`src/rtl/sdram_bridge_pkg.sv`:
```
// Shared types and default widths for the SDRAM port bridge.
package sdram_bridge_pkg;

  localparam int DEF_ADDR_W  = 23;
  localparam int DEF_DATA_W  = 32;
  localparam int DEF_TIMEOUT = 1024;

  typedef enum logic [1:0] {
    IDLE    = 2'd0,
    REQ     = 2'd1,
    WAIT_RD = 2'd2,
    DONE    = 2'd3
  } state_t;

  typedef enum logic {
    OP_RD = 1'b0,
    OP_WR = 1'b1
  } op_t;

endpackage

```
`src/rtl/rr_arbiter2.sv`:
```
// Two-way round-robin arbiter. The winner is picked combinationally from the
// current requests and the last_grant bit; the one-hot grant and last_grant
// are registered only when the bridge FSM enables a new grant.
module rr_arbiter2 (
  input  logic       i_clk,
  input  logic       i_rst,
  input  logic [1:0] req,
  input  logic       enable,
  output logic       winner,
  output logic [1:0] grant
);

  logic last_grant;

  // On a tie the client not served last wins; a lone requester always wins.
  always_comb begin
    winner = req[1];
    if (req == 2'b11) begin
      winner = ~last_grant;
    end
  end

  // Capture the grant for the whole transaction; last_grant starts at 1 so client 0 wins the first tie.
  always_ff @(posedge i_clk or posedge i_rst) begin
    if (i_rst) begin
      grant      <= 2'b00;
      last_grant <= 1'b1;
    end else if (enable) begin
      grant      <= winner ? 2'b10 : 2'b01;
      last_grant <= winner;
    end
  end

endmodule

```
`src/rtl/sdram_port_bridge.sv`:
```
// Bridges the MixCore (client 0) and record/playback (client 1) word requests
// onto one Avalon-MM master, one transaction at a time.
// Optional readdatavalid watchdog: define SDRAM_BRIDGE_TIMEOUT_EN.
module sdram_port_bridge
  import sdram_bridge_pkg::*;
#(
  parameter int ADDR_W  = DEF_ADDR_W,
  parameter int DATA_W  = DEF_DATA_W,
  parameter int TIMEOUT = DEF_TIMEOUT
) (
  input  logic                i_clk,
  input  logic                i_rst,

  input  logic                c0_read,
  input  logic                c0_write,
  input  logic [ADDR_W-1:0]   c0_addr,
  input  logic [DATA_W-1:0]   c0_writedata,
  output logic [DATA_W-1:0]   c0_readdata,
  output logic                c0_finished,

  input  logic                c1_read,
  input  logic                c1_write,
  input  logic [ADDR_W-1:0]   c1_addr,
  input  logic [DATA_W-1:0]   c1_writedata,
  output logic [DATA_W-1:0]   c1_readdata,
  output logic                c1_finished,

  output logic [ADDR_W-1:0]   avm_address,
  output logic                avm_read,
  output logic                avm_write,
  output logic [DATA_W-1:0]   avm_writedata,
  output logic [DATA_W/8-1:0] avm_byteenable,
  input  logic [DATA_W-1:0]   avm_readdata,
  input  logic                avm_readdatavalid,
  input  logic                avm_waitrequest,

  output logic                o_timeout
);

  state_t            state;
  state_t            state_next;
  op_t               op_q;
  logic [ADDR_W-1:0] addr_q;
  logic [DATA_W-1:0] wdata_q;
  logic [1:0]        req;
  logic              grant_en;
  logic              winner;
  logic [1:0]        grant;
  logic              timeout_hit;
  logic              rd_load;
  logic [DATA_W-1:0] rd_value;

  assign req      = {c1_read | c1_write, c0_read | c0_write};
  assign grant_en = (state == IDLE) && (req != 2'b00);

  rr_arbiter2 u_arb (
    .i_clk  (i_clk),
    .i_rst  (i_rst),
    .req    (req),
    .enable (grant_en),
    .winner (winner),
    .grant  (grant)
  );

`ifdef SDRAM_BRIDGE_TIMEOUT_EN
  localparam int CNT_W = $clog2(TIMEOUT + 1);

  logic [CNT_W-1:0] wait_cnt;
  logic             timeout_q;

  // Count cycles spent in WAIT_RD; held at zero elsewhere so every read starts fresh.
  always_ff @(posedge i_clk or posedge i_rst) begin
    if (i_rst) begin
      wait_cnt <= '0;
    end else if (state == WAIT_RD) begin
      wait_cnt <= wait_cnt + CNT_W'(1);
    end else begin
      wait_cnt <= '0;
    end
  end

  assign timeout_hit = (state == WAIT_RD) && !avm_readdatavalid &&
                       (wait_cnt == CNT_W'(TIMEOUT - 1));

  // Sticky flag so software can see that the SDRAM controller lost a read.
  always_ff @(posedge i_clk or posedge i_rst) begin
    if (i_rst) begin
      timeout_q <= 1'b0;
    end else if (timeout_hit) begin
      timeout_q <= 1'b1;
    end
  end

  assign o_timeout = timeout_q;
`else
  // Without the watchdog WAIT_RD waits forever; TIMEOUT is referenced only so
  // the parameter stays part of the interface, and the term folds to 0.
  assign timeout_hit = 1'b0;
  assign o_timeout   = 1'b0 & (TIMEOUT != 0);
`endif

  // Advance the FSM state; reset drops any transaction in flight.
  always_ff @(posedge i_clk or posedge i_rst) begin
    if (i_rst) begin
      state <= IDLE;
    end else begin
      state <= state_next;
    end
  end

  // Next-state logic: one Avalon transaction per grant, no read pipelining.
  always_comb begin
    state_next = state;
    case (state)
      IDLE: begin
        if (req != 2'b00) begin
          state_next = REQ;
        end
      end
      REQ: begin
        if (!avm_waitrequest) begin
          state_next = (op_q == OP_RD) ? WAIT_RD : DONE;
        end
      end
      WAIT_RD: begin
        if (avm_readdatavalid || timeout_hit) begin
          state_next = DONE;
        end
      end
      DONE: begin
        state_next = IDLE;
      end
      default: begin
        state_next = IDLE;
      end
    endcase
  end

  // Latch the granted client's command so it stays stable through back-pressure.
  always_ff @(posedge i_clk or posedge i_rst) begin
    if (i_rst) begin
      op_q    <= OP_RD;
      addr_q  <= '0;
      wdata_q <= '0;
    end else if (grant_en) begin
      if (winner) begin
        op_q    <= c1_write ? OP_WR : OP_RD;
        addr_q  <= c1_addr;
        wdata_q <= c1_writedata;
      end else begin
        op_q    <= c0_write ? OP_WR : OP_RD;
        addr_q  <= c0_addr;
        wdata_q <= c0_writedata;
      end
    end
  end

  assign rd_load  = (state == WAIT_RD) && (avm_readdatavalid || timeout_hit);
  assign rd_value = avm_readdatavalid ? avm_readdata : '0;

  // Each client's readdata changes only when its own read completes.
  always_ff @(posedge i_clk or posedge i_rst) begin
    if (i_rst) begin
      c0_readdata <= '0;
      c1_readdata <= '0;
    end else if (rd_load) begin
      if (grant[0]) begin
        c0_readdata <= rd_value;
      end
      if (grant[1]) begin
        c1_readdata <= rd_value;
      end
    end
  end

  assign avm_address    = addr_q;
  assign avm_writedata  = wdata_q;
  assign avm_read       = (state == REQ) && (op_q == OP_RD);
  assign avm_write      = (state == REQ) && (op_q == OP_WR);
  assign avm_byteenable = '1;

  assign c0_finished = (state == DONE) && grant[0];
  assign c1_finished = (state == DONE) && grant[1];

endmodule

```
`config.mk`:
```
export PLATFORM = sky130hd
export DESIGN_NAME = sdram_port_bridge
export DESIGN_NICKNAME = d
export VERILOG_FILES = /design/src/rtl/sdram_bridge_pkg.sv /design/src/rtl/rr_arbiter2.sv /design/src/rtl/sdram_port_bridge.sv
export SDC_FILE = /design/constraint.sdc
export NUM_CORES = 1
export LEC_CHECK = 0
export ABC_AREA = 1
export BUFFER_PORTS_ARGS = -buffer_cell sky130_fd_sc_hd__buf_4
export CORE_MARGIN = 2
export CORE_UTILIZATION = 50
export CTS_CLUSTER_SIZE = 12
export DETAILED_ROUTE_END_ITERATION = 10
export GPL_ROUTABILITY_DRIVEN = 1
export PLACE_DENSITY = 0.91
export SYNTH_ARGS = -nofsm -noshare
export SYNTH_HDL_FRONTEND = slang
export SYNTH_HIERARCHICAL = 1
export SYNTH_SLANG_ARGS = --single-unit
export TNS_END_PERCENT = 20
```
`constraint.sdc`:
```
create_clock -name i_clk -period 10.3 [get_ports i_clk]
set_input_delay 2.06 -clock i_clk [delete_from_list [all_inputs] [get_ports i_clk]]
set_output_delay 2.06 -clock i_clk [all_outputs]
set_load 0.03 [all_outputs]
```
==> summary.md, run 1 <==
| Metric | Value |
|---|---|
| I/O pins | `between 200 and 300` |
| Setup WS post-layout | `6270 ps` |
| Pin count of the biggest net entering global routing | `83` |
| Total number of vias | `5441` |
| Post-Syn Area per Cell | `7.91 µm²` |
| H-tree depth | `4` |
| Count of maximum capacitance violations | `0` |
| # nets final | `1129` |
| Worst-case vdd ir drop | `238 µV` |
| Number of global-route vias before repair | `5406` |
| Clock root cell | `sky130_fd_sc_hd__clkbuf_16` |
| Critical path required time | `10580 ps` |
| Clock Skew | `7.48 ps` |
| Post-CTS repair timing setup buffer count | `0` |
| GR Layer Usage met2 | `0.476` |
| HP Class | `reg2reg` |
| Number of buffers between clock root and the deepest sink | `2` |
| CP Launch Type | `input port` |
| Final core utilization | `0.754` |
| Total GRT Usage | `0.275` |
| Result of the run | `complete, no violations` |
| Final number of hold-violating endpoints | `0` |
| Antenna violation net count after detailed routing | `0` |
| First drt pass iteration count | `5` |
| Setup Crit Path Kind | `in2reg` |
| Half-perimeter wire length after placement | `11800 µm` |
| CTS sink cnt | `125` |
| Power per unit of standard cell area | `345 nW/µm²` |
| Std cell rows | `38` |
| Die W | `111 µm` |
| Num CTS Buffers | `17` |
| Reported leakage power | `approximately 4.8 nW` |
| Sequential element share of the synthesized area | `0.550` |
| Violation count after the first detailed-routing iteration | `507` |
| Number of antenna diodes | `0` |
| Pre-CTS WS | `5950 ps` |
| PnR Total Power | `roughly 2.9 mW` |
| XOR/XNOR Fraction of Synth Area | `0` |
| Fin crit share | `0.392` |
| Rel. slew slack | `0.283` |
| GR met1 Demand/Resource | `0.334` |
| Simple logic cell fraction of the synthesized area | `0.217` |
| Compound-gate portion of the synthesized area | `0.106` |
| Setup repair after global routing missed its margin | `false` |
| Count of buffers from port buffering | `272` |
| Number of buffers inserted for hold repair after clock tree synthesis | `0` |
| Area of the die | `12200 µm²` |
| Vias per cell | `4.83` |
| Clk_lat worst skew | `roughly 400 ps` |
| Count of different cell masters after synthesis | `18` |
| F_max | `248 MHz` |
| Element type at the critical path end | `flip-flop` |
| Cell area after placement | `7670 µm²` |
| Cells after synthesis | `719` |
| Overall die height | `111 µm` |
| Clock-pin slew on the worst setup and hold paths | `~60 ps` |
| Fraction of final layout cells with drive strength greater than 1 | `0.319` |
| Wirelength per Cell | `between 10 and 15 µm` |
| Wire length of the first global-routing pass | `26800 µm` |
| Placeable Area | `11000 µm²` |
| Clock tree from TritonCTS | `built` |
| Setup-violating endpoint count in the final report | `0` |
| Total standard cell area after synthesis | `5690 µm²` |
| Post-synthesis mux area share | `0` |
| TNS Setup | `0 ps` |
| Total of cells resized after clock tree synthesis | `0` |
| Transition time of the tightest slew-check pin | `1070 ps` |
| Final max-slew violation count | `0` |
| Tmin final | `4030 ps` |
| #FFs+latches synth | `roughly 130` |
| Gr busiest metal | `met2` |
| Synthesis warning total | `6` |
| Number of antenna violations at the first check in global routing | `0` |
| Routed WL | `16400 µm` |
| Worst Path Arrival | `4310 ps` |
| Congestion Overflow GR | `0` |
| Total DRC errors in the routed layout | `0` |
| Arithmetic-cell share of the synthesized area counting full adders, half adders and majority gates | `0.0110` |
| Weighted congestion at the end of routability-driven global placement | `0.885` |
| GRT met3 Usage | `0.0598` |
| Fillcell total | `between 800 and 900` |
| CP max FO | `between 50 and 60` |
| Area of all placed cells without fillers | `8280 µm²` |
| P&R area growth vs syn | `45.6%` |
| Starting density of the core | `0.518` |
| Combinational family with the most area after synthesis | `simple AND/OR/NAND/NOR gates` |
==> metal layers <==
metal  part of all wire  wire (µm)
met5                  0          0
met4              0.033        542
met3              0.054        880
met2               0.51       8430
met1               0.40       6580
==> flip-flops by register name (all words and copies together) (netlist names) <==
signal and count:
avm_address 23, avm_writedata 32, c0_readdata 32, c1_readdata 32, op_q 1, state 2
u_arb/grant 2, u_arb/last_grant 1
==> synthesized netlist by cell type <==
cell                       instances  area (µm²)
sky130_fd_sc_hd__conb_1            2        7.51
sky130_fd_sc_hd__clkbuf_1         14        52.6
sky130_fd_sc_hd__nor2_1            3        11.3
sky130_fd_sc_hd__nand3_2           2        20.0
sky130_fd_sc_hd__dfstp_2           1        26.3
sky130_fd_sc_hd__nor2_2            2        12.5
sky130_fd_sc_hd__buf_4             6        45.0
sky130_fd_sc_hd__inv_2             1        3.75
sky130_fd_sc_hd__ha_1              5        62.6
sky130_fd_sc_hd__clkbuf_2          1        5.00
sky130_fd_sc_hd__buf_2            11        55.1
sky130_fd_sc_hd__o21ai_0         120         601
sky130_fd_sc_hd__nand2_2           1        6.26
sky130_fd_sc_hd__nand3_1           6        30.0
sky130_fd_sc_hd__buf_6             9         101
sky130_fd_sc_hd__inv_1           103         387
sky130_fd_sc_hd__dfrtp_1         124        3100
sky130_fd_sc_hd__nand2_1         308        1160
==> power breakdown <==
| part | switching, mW | leakage (nW) | total (mW) | internal (mW) |
|---|---|---|---|---|
| registers | 0.146 | 1.56 | 0.870 | 0.725 |
| logic | 0.916 | 2.97 | 1.38 | 0.468 |
| clock network | 0.214 | 0.284 | 0.600 | 0.387 |
==> placed cells by master (no fill, tap or decap) <==
cell and instances:
sky130_fd_sc_hd__nor2_2 2, sky130_fd_sc_hd__buf_4 274, sky130_fd_sc_hd__bufinv_16 3, sky130_fd_sc_hd__nand2_1 308
sky130_fd_sc_hd__nor2_1 3, sky130_fd_sc_hd__clkbuf_16 17, sky130_fd_sc_hd__conb_1 5, sky130_fd_sc_hd__o21ai_0 120
sky130_fd_sc_hd__inv_2 2, sky130_fd_sc_hd__dfstp_2 1, sky130_fd_sc_hd__nand3_2 2, sky130_fd_sc_hd__dfrtp_1 124
sky130_fd_sc_hd__nand3_1 6, sky130_fd_sc_hd__clkinv_4 2, sky130_fd_sc_hd__clkinvlp_4 5, sky130_fd_sc_hd__ha_1 5
sky130_fd_sc_hd__clkinv_2 3, sky130_fd_sc_hd__inv_6 1, sky130_fd_sc_hd__inv_1 101, sky130_fd_sc_hd__inv_4 1
sky130_fd_sc_hd__clkbuf_8 1, sky130_fd_sc_hd__nand2_2 1
==> worst max-delay path: stages <==
cell,delay (ps)
sky130_fd_sc_hd__buf_4,90
sky130_fd_sc_hd__nor2_2,40
sky130_fd_sc_hd__nand2_1,70
sky130_fd_sc_hd__nand2_2,570
sky130_fd_sc_hd__inv_2,1000
sky130_fd_sc_hd__inv_1,230
sky130_fd_sc_hd__nand2_1,150
sky130_fd_sc_hd__nand2_1,70
==> kinds of logic after synthesis <==
kind of cell | after synthesis
simple gates | 322
other cells | 2
fa+ha+maj | 5
compound gates | 120
buf+inv | 145
flops | 125
==> area by class of cell <==
cell class	instances	area, µm²	area share
well taps	140	175	0.0212
repair buffers	274	2060	0.248
inverters	104	393	0.0474
clock inverters	14	169	0.0204
flip-flops and latches	125	3130	0.378
clock buffers	18	439	0.0530
multi-input cells	452	1920	0.232
==> stage by stage <==
step,std cells,hold slack [ps]
final,1127,477
after global routing,1127,497
after CTS,1127,481
after detailed placement,1095,466
after global placement,1095,459
after floorplan,722,447
==> path summary, 6_finish.rpt <==
check | start | to | slack [ps] | depth (start not counted)
worst max-delay path | c0_write | u_arb/grant[0] | 6270 | 8
worst min register to register | avm_address[18] | avm_address[18] | 480 | 2
worst min-delay path | avm_address[18] | avm_address[18] | 480 | 2
worst max register to register | state[0] | u_arb/grant[0] | 7300 | 7
min in group asynchronous | i_rst | u_arb/grant[0] | 1550 | 2
max in group asynchronous | i_rst | c0_readdata[20] | 7230 | 3
Note: power is estimated with default switching activity, not from simulation.
==> run 2, diff against run 1 <==
--- a/config.mk
+++ b/config.mk
@@ -8,11 +8,11 @@
 export ABC_AREA = 1
 export BUFFER_PORTS_ARGS = -buffer_cell sky130_fd_sc_hd__buf_4
 export CORE_MARGIN = 2
-export CORE_UTILIZATION = 50
+export CORE_UTILIZATION = 42
 export CTS_CLUSTER_SIZE = 12
 export DETAILED_ROUTE_END_ITERATION = 10
 export GPL_ROUTABILITY_DRIVEN = 1
-export PLACE_DENSITY = 0.91
+export PLACE_DENSITY = 0.82
 export SYNTH_ARGS = -nofsm -noshare
 export SYNTH_HDL_FRONTEND = slang
 export SYNTH_HIERARCHICAL = 1
==> constraint.sdc (replaced) <==
create_clock -name i_clk -period 3.4 [get_ports i_clk]
set_input_delay 0.68 -clock i_clk [delete_from_list [all_inputs] [get_ports i_clk]]
set_output_delay 0.68 -clock i_clk [all_outputs]
set_load 0.03 [all_outputs]
==> run 2 against run 1 <==
Effect of this change:
- final cell count grew 3.3%
- clock power grew to 2.7 times the previous value
- via count shrank 1.5%
- worst setup slack lost 5000 ps
- routed wire length shrank 5.1%
- power grew to 2.9 times the previous value
- largest cell class unchanged
- highest routed layer unchanged
==> summary.md, run 2 (synthesis results as in run 1) <==
| Metric | Value |
|---|---|
| Total DRC errors in the routed layout | `0` |
| Antenna violation net count after detailed routing | `0` |
| Worst hold margin | `156 ps` |
| Switch Pwr | `between 3 and 4 mW` |
| Reg2reg end | `avm_writedata[10]` |
| Total GRT Usage | `0.219` |
| I/O pins | `278` |
| Placeable Area | `13200 µm²` |
| # nets final | `1134` |
| H-tree depth | `4` |
| Half-perimeter wire length after placement | `11300 µm` |
| TNS Setup | `0 ps` |
| Starting density of the core | `0.429` |
| Std cell rows | `42` |
| Element type at the critical path end | `output pin` |
| Worst reg2reg startpoint | `state[0]` |
| Setup WS post-layout | `1260 ps` |
| First drt pass iteration count | `5` |
| Setup-violating endpoint count in the final report | `0` |
| Count of maximum capacitance violations | `0` |
| Number of buffers between clock root and the deepest sink | `2` |
| Rel. slew slack | `0.398` |
| Overall die height | `120 µm` |
| Post-route insts no fill | `1164` |
| Setup repair after global routing missed its margin | `false` |
| Internal Dissipation | `4.63 mW` |
| Final core utilization | `0.626` |
| Worst-case vdd ir drop | `roughly 470 µV` |
| Clock root cell | `sky130_fd_sc_hd__clkbuf_16` |
| Sw frac | `0.445` |
| HP Class | `in2async` |
| Number of buffers inserted for hold repair after clock tree synthesis | `0` |
| Fraction of final layout cells with drive strength greater than 1 | `0.318` |
| Tmin final | `between 2000 and 2500 ps` |
| PnR Total Power | `~8.3 mW` |
| Clock Skew | `a little under 8 ps` |
| Pre-CTS WS | `1010 ps` |
| Critical path required time | `2720 ps` |
| F_max | `around 470 MHz` |
| Setup Crit Path Kind | `reg2out` |
| P&R area growth vs syn | `45.8%` |
| Share of total power in combinational logic | `0.497` |
| Clk_lat worst skew | `400 ps` |
| CP Launch Type | `flip-flop` |
| Wirelength per Cell | `13.4 µm` |
| Total of cells resized after clock tree synthesis | `0` |
| Fin crit share | `0.629` |
| Reported leakage power | `4.80 nW` |
| Number of global-route vias before repair | `5064` |
| Count of buffers from port buffering | `272` |
| Slack of the worst reg-to-reg path | `1430 ps` |
| CP max FO | `5` |
| Transition time of the tightest slew-check pin | `roughly 900 ps` |
| Congestion Overflow GR | `0` |
| Vias per cell | `approximately 4.6` |
| Area of the die | `between 10000 and 15000 µm²` |
| Area of all placed cells without fillers | `8290 µm²` |
| # placed instances | `between 1000 and 1500` |
| Clock tree from TritonCTS | `built` |
| Seq pwr share | `0.310` |
| Cell area after placement | `just under 8000 µm²` |
| Final number of hold-violating endpoints | `0` |
| Worst r2r path cells | `7` |
| Wire length of the first global-routing pass | `~25000 µm` |
| Num CTS Buffers | `17` |
| Violation count after the first detailed-routing iteration | `384` |
| Most used cells in the layout excluding fill and tap cells | `sky130_fd_sc_hd__nand2_1, sky130_fd_sc_hd__buf_4, sky130_fd_sc_hd__dfrtp_1, sky130_fd_sc_hd__o21ai_0, sky130_fd_sc_hd__inv_1` |
| Power per unit of standard cell area | `1010 nW/µm²` |
| Number of antenna violations at the first check in global routing | `0` |
| Total number of vias | `5362` |
| Post-CTS repair timing setup buffer count | `0` |
| Result of the run | `complete, no violations` |
| Final max-slew violation count | `0` |
| CTS sink cnt | `125` |
| Pin count of the biggest net entering global routing | `75` |
| Clock-pin slew on the worst setup and hold paths | `roughly 50 ps` |
| Die W | `120 µm` |
| Worst Path Arrival | `between 1000 and 1500 ps` |
| Most common cell after layout, fill and taps aside | `sky130_fd_sc_hd__nand2_1` |
| Number of antenna diodes | `0` |
| Routed WL | `15600 µm` |
| Weighted congestion at the end of routability-driven global placement | `0.907` |
| Share of total power in the clock network | `0.193` |
run 2: cell count changes in the layout (fill, tap and decap cells not counted), sizes merged:
cell	before	now
clkinvlp	5	4
buf	274	279
clkbuf	18	20
bufinv	3	1
clkinv	5	4
inv	105	103
run 2: layer usage:
| metal | wire, µm | GRT usage |
|---|---|---|
| met2 | 7800 | 0.364 |
| met1 | 6590 | 0.276 |
| met4 | 388 | 0.0785 |
| met5 | 0 | 0 |
| met3 | 821 | 0.0557 |
run 2: worst max-delay path by stage:
stage / start / to / slack [ps] / cells after the start
2_1_floorplan: i_rst / avm_address[0] / 1220 / 1
3_3_place_gp: c0_read / avm_writedata[6] / 1070 / 10
3_5_place_dp: c0_read / avm_writedata[6] / 1010 / 10
4_1_cts: state[1] / avm_read / 1240 / 5
5_1_grt: state[1] / avm_read / 1160 / 5
6_report: state[1] / avm_read / 1260 / 5
run 2: power by group through the flow:
stage	clock (mW)	sequential (mW)	combinational [mW]
final	1.61	2.59	4.15
after CTS	1.63	2.59	4.19
after floorplan	0	3.85	1.41
after global placement	0	2.58	4.11
after global routing	1.72	2.67	4.50
after detailed placement	0	2.60	4.19
run 2: cell type report:
| class | count | area, µm² |
|---|---|---|
| repair buffers | 279 | 2110 |
| well taps | 176 | 220 |
| inverters | 104 | 394 |
| fillers | 1185 | 4950 |
| clock buffers | 20 | 447 |
| clock inverters | 8 | 72.6 |
| flip-flops and latches | 125 | 3130 |
| multi-input cells | 452 | 1920 |
run 2: worst max-delay path, stage by stage, from the launching register on:
cell and delay, ps:
sky130_fd_sc_hd__dfrtp_1 420, sky130_fd_sc_hd__inv_1 120, sky130_fd_sc_hd__ha_1 220, sky130_fd_sc_hd__inv_1 50
sky130_fd_sc_hd__nor2_1 80, sky130_fd_sc_hd__buf_4 170
